--- config.mk ---
export PLATFORM = sky130hd
export DESIGN_NAME = fpu_result_capture
export DESIGN_NICKNAME = d
export VERILOG_FILES = /design/src/rtl/fpu_result_capture.sv
export SDC_FILE = /design/constraint.sdc
export NUM_CORES = 1
export LEC_CHECK = 0
export CELL_PAD_IN_SITES_DETAIL_PLACEMENT = 2
export CELL_PAD_IN_SITES_GLOBAL_PLACEMENT = 2
export CORE_MARGIN = 1.5
export CORE_UTILIZATION = 51
export CTS_CLUSTER_DIAMETER = 200
export DETAILED_ROUTE_END_ITERATION = 10
export PLACE_DENSITY = 0.94
export SLEW_MARGIN = 20
export SYNTH_ARGS = -nofsm -noshare
export SYNTH_HDL_FRONTEND = slang
export SYNTH_SLANG_ARGS = --single-unit
--- constraint.sdc ---
create_clock -name clk -period 6.7 [get_ports clk]
set_clock_uncertainty 0.05 [all_clocks]
set_input_delay 1.34 -clock clk [delete_from_list [all_inputs] [get_ports clk]]
set_output_delay 1.34 -clock clk [all_outputs]
set_load 0.01 [all_outputs]
--- src/rtl/fpu_result_capture.sv ---
`default_nettype none
// +----------------------------------------------------------------------------+
// | fpu_result_capture                                                         |
// | Captures FPU results into an indexed result memory with a registered read  |
// | port, vector-set completion pulse, and optional halt-on-full behaviour.    |
// | Revision: 1.0                                                              |
// +----------------------------------------------------------------------------+
module fpu_result_capture #(
  parameter int WIDTH       = 32,
  parameter int NUM_VECTORS = 12,
  parameter int AW          = 4,
  parameter int WRAP_MODE   = 1
) (
  input  logic             clk,
  input  logic             rst_n,
  input  logic             clear,
  input  logic             res_valid,
  output logic             res_ready,
  input  logic [WIDTH-1:0] result,
  input  logic [1:0]       op_sel,
  input  logic [4:0]       flags,
  input  logic             rd_en,
  input  logic [AW-1:0]    rd_addr,
  output logic [WIDTH-1:0] rd_data,
  output logic [1:0]       rd_op,
  output logic [4:0]       rd_flags,
  output logic             rd_valid,
  output logic [AW-1:0]    wr_index,
  output logic [AW:0]      count,
  output logic             done,
  output logic             full,
  output logic             overrun
);

  localparam int            c_ent_w    = WIDTH + 7;
  localparam logic [AW-1:0] c_last_idx = AW'(NUM_VECTORS - 1);
  localparam logic [AW:0]   c_num_vec  = (AW + 1)'(NUM_VECTORS);

  typedef enum logic [0:0] {
    ST_CAPTURE = 1'b0,
    ST_HALT    = 1'b1
  } state_t;

  state_t                   r_state;
  logic [AW-1:0]            r_wr_index;
  logic [AW:0]              r_count;
  logic                     r_done;
  logic                     r_full;
  logic                     r_overrun;
  logic [NUM_VECTORS-1:0]   r_written;
  logic [c_ent_w-1:0]       r_mem [NUM_VECTORS];
  logic [WIDTH-1:0]         r_rd_data;
  logic [1:0]               r_rd_op;
  logic [4:0]               r_rd_flags;
  logic                     r_rd_valid;

  logic                     w_accept;
  logic                     w_at_last;
  logic                     w_rd_hit;
  logic [c_ent_w-1:0]       w_rd_entry;

  assign res_ready = (r_state == ST_CAPTURE) && !clear;
  assign w_accept  = res_valid && res_ready;
  assign w_at_last = (r_wr_index == c_last_idx);

  // Out-of-range or never-written entries read back as zero.
  always_comb begin
    w_rd_hit   = 1'b0;
    w_rd_entry = '0;
    if (rd_addr <= c_last_idx) begin
      w_rd_hit   = r_written[rd_addr];
      w_rd_entry = r_mem[rd_addr];
    end
  end

  always_ff @(posedge clk) begin
    if (w_accept) begin
      r_mem[r_wr_index] <= {result, op_sel, flags};
    end
  end

  always_ff @(posedge clk or negedge rst_n) begin
    if (!rst_n) begin
      r_state    <= ST_CAPTURE;
      r_wr_index <= '0;
      r_count    <= '0;
      r_done     <= 1'b0;
      r_full     <= 1'b0;
      r_overrun  <= 1'b0;
      r_written  <= '0;
      r_rd_data  <= '0;
      r_rd_op    <= '0;
      r_rd_flags <= '0;
      r_rd_valid <= 1'b0;
    end else begin
      r_rd_valid <= rd_en;
      if (rd_en) begin
        if (w_rd_hit) begin
          {r_rd_data, r_rd_op, r_rd_flags} <= w_rd_entry;
        end else begin
          {r_rd_data, r_rd_op, r_rd_flags} <= '0;
        end
      end

      if (clear) begin
        r_state    <= ST_CAPTURE;
        r_wr_index <= '0;
        r_count    <= '0;
        r_done     <= 1'b0;
        r_full     <= 1'b0;
        r_overrun  <= 1'b0;
        r_written  <= '0;
      end else begin
        r_done <= 1'b0;
        case (r_state)
          ST_CAPTURE: begin
            if (w_accept) begin
              r_written[r_wr_index] <= 1'b1;
              if (r_count != c_num_vec) begin
                r_count <= r_count + 1'b1;
              end
              if (w_at_last) begin
                r_done <= 1'b1;
                if (WRAP_MODE != 0) begin
                  r_wr_index <= '0;
                end else begin
                  r_state <= ST_HALT;
                  r_full  <= 1'b1;
                end
              end else begin
                r_wr_index <= r_wr_index + 1'b1;
              end
            end
          end
          ST_HALT: begin
            if (res_valid) begin
              r_overrun <= 1'b1;
            end
          end
          default: r_state <= ST_CAPTURE;
        endcase
      end
    end
  end

  assign wr_index = r_wr_index;
  assign count    = r_count;
  assign done     = r_done;
  assign full     = r_full;
  assign overrun  = r_overrun;
  assign rd_data  = r_rd_data;
  assign rd_op    = r_rd_op;
  assign rd_flags = r_rd_flags;
  assign rd_valid = r_rd_valid;

endmodule
`default_nettype wire

==> qor.txt <==
status: finished, final reports clean
grt total ovfl: 0
First-pass DRT Iterations: 5
Reg-to-Reg Start: wr_index[3]$_DFFE_PN0P_
Reg area: 15,600 um^2
Routed Antenna Nets: 0
largest net degree at the start of global routing: 64
Slew @ Worst Pin: 1120 ps
post-synthesis net count: 1,008
TritonCTS clock tree: yes
post-detail-place hpwl: 33.6 mm
die area: 41,400 um^2
Post-CTS Resized: 0
nets: 1,128
HP Start: overrun$_DFFE_PN0P_
Final Hold Viols: 0
Core Region: 39,600 um^2
critical path type: primary input to output port
DR vias: 10,900
design area: 23,800 um^2
Clock Path Buffers: 3
Post-CTS Setup Bufs: 0
# H-tree levels: 2
Post-Syn Area: 20,500 um^2
RSZ-0062 raised after global routing: false
initial core utilization: 51.7%
class of the worst hold path: flip-flop to flip-flop
period utilization: 69.1%
mean post-synth cell area: 21.5 um^2
Finished Layout Cells: 1,647
clk_lat worst skew: 600 ps
fin crit period: 4630 ps
Synth-to-Final Area Change: 16.3%
TritonCTS Buffers: 54
r2r endpoint: r_mem[4][25]$_DFFE_PP_
worst-case vdd ir drop: 0.193 mV
Post-route DRC: 0
Synth async-reset ratio: 11.9%
final setup fails: 0
wire per inst: 40.3 um
Seq/Total Area, Yosys: 76.3%
vias per std cell: 6.64
clock-pin slew on the worst setup and hold paths: 60 ps
Port Buffers: 99
Die Y: 203 um
Hold Crit Depth: 1
CP Capture Type: output port
row count: 73
number of synthesis warnings: 0
max cap viols: 0
Final Total Pwr: 7240 uW
CP startpoint kind: primary input
Clock Sinks: 531
FILL cells: 3,156
Clock Tree Root: clkbuf_16
r2r worst-path depth: 4
EDFF count, synth: 468
Hold EP: overrun$_DFFE_PN0P_
static leakage: 0.00796 uW
final worst slack: 2070 ps
post-synth cell types: 39
Critical Path Fanout Max: 13
Placer Congestion: 0.715
Slew HR: 25.2%
vias in the first global route: 11,800
dpl cells: 1,542
reg2reg setup slack: 3720 ps
placed inst area: 22,000 um^2
cts hold-fix bufs: 0
Pwr per Cell Area: 304 nW/um^2
first-pass GRT wire length: 92.4 mm
DRT Wirelength: 66.3 mm
Sum Neg Setup Slack: 0 ps
area of the multi-input gates: 4550 um^2
pre-CTS WS: 2020 ps
Final Max Slew Viols: 0
fmax: 216 MHz
ratio of cells with drive above 1 in the final layout: 22.3%
CP required: 5310 ps
Mapped Cells: 954
initial DRC count: 1,397
Ports: 101
FF+latch count, synth: 531
DIE WIDTH: 203 um
CP arrival: 3240 ps
initial antenna violation count: 6
GRT Total Usage: 32.6%
Main synth FF type: edfxtp_1
==> synth_stat cells (all sizes together) (5+ instances only) <==
| library cell | count | area share [%] |
|---|---|---|
| edfxtp | 468 | 69 |
| mux4 | 118 | 13 |
| dfrtp | 63 | 7.7 |
| nand3 | 45 | 1.1 |
| mux2i | 44 | 2.2 |
| nand2b | 42 | 1.3 |
| o311ai | 39 | 2.0 |
| buf | 35 | 1.2 |
| clkbuf | 21 | 0.38 |
| a21o | 12 | 0.44 |
| and3 | 9 | 0.27 |
| nor2 | 9 | 0.16 |
| nand2 | 7 | 0.13 |
| ha | 6 | 0.37 |
| inv | 5 | 0.092 |
==> layout make-up <==
cell class                 count  area share (%)
multi-input combinational    361            19.1
clock inverter                17           0.757
sequential                   531            65.7
tap                          525            2.76
inverter                       6          0.0946
antenna                        3          0.0315
clock buffer                  84            6.71
timing repair buffer         120            4.86
==> metrics by stage <==
stage / util (%) / hold WS (ps)
global placement: 55.5 / 404
floorplan: - / 394
detailed placement: 55.5 / 437
CTS: 60.0 / 465
finish: 60.0 / 457
global route: 60.0 / 500
==> per-layer routing <==
| layer | global-route usage, % | part of all wire, % | vias up |
|---|---|---|---|
| li1 | - | - | 4191 |
| met1 | 44.8 | 40 | 5961 |
| met2 | 52.8 | 50 | 641 |
| met3 | 5.90 | 7.2 | 134 |
| met4 | 11.9 | 2.7 | 8 |
| met5 | 0 | 0.086 | - |
==> power breakdown <==
part | switching (uW) | internal, uW | total, uW
Clock | 1350 | 1790 | 3140
Combinational | 247 | 168 | 416
Sequential | 36.6 | 3650 | 3690
==> flip-flops by register name, summed over array words and instances (netlist names) <==
signal and count:
count 5, done 1, overrun 1, r_mem 468, r_written 12, rd_data 32
rd_flags 5, rd_op 2, rd_valid 1, wr_index 4
==> cell usage in the layout (no fill, tap or decap), types with 5 or more instances in the layout <==
| master | instances |
|---|---|
| clkbuf_1 | 20 |
| nand2b_1 | 42 |
| nor2_1 | 8 |
| nand3_1 | 45 |
| a21o_1 | 12 |
| inv_1 | 5 |
| clkinv_2 | 9 |
| ha_1 | 6 |
| nand2_1 | 7 |
| clkbuf_16 | 57 |
| mux2i_1 | 44 |
| mux4_2 | 118 |
| o311ai_1 | 15 |
| buf_4 | 22 |
| o311ai_2 | 10 |
| clkbuf_8 | 7 |
| and3_2 | 7 |
| clkdlybuf4s50_1 | 93 |
| dfrtp_1 | 63 |
| edfxtp_1 | 468 |
| o311ai_0 | 14 |
==> cell families (layout without fill, tap and decap cells) <==
logic type,Yosys count,after routing,synth area share (%)
xor+xnor,4,4,0.171
buf+inv,62,227,1.69
compound gates,62,62,2.87
flops,531,531,76.3
fa+ha+maj,6,6,0.367
mux,162,162,15.1
other cells,1,4,0.0183
simple gates,126,126,3.42
==> worst max-delay path: stages <==
cell             delay, ps
clkdlybuf4s50_1        660
inv_1                  580
clkdlybuf4s50_1        660
==> how the worst max path moves through the flow <==
stage / slack, ps / end / start
6_report: 2070 / res_ready / clear
5_1_grt: 1950 / res_ready / clear
4_1_cts: 2080 / res_ready / clear
3_5_place_dp: 2020 / r_mem[7][18]$_DFFE_PP_ / res_valid
3_3_place_gp: 2240 / res_ready / clear
2_1_floorplan: 1710 / r_mem[3][0]$_DFFE_PP_ / res_valid
(Power assumes the default switching activity.)
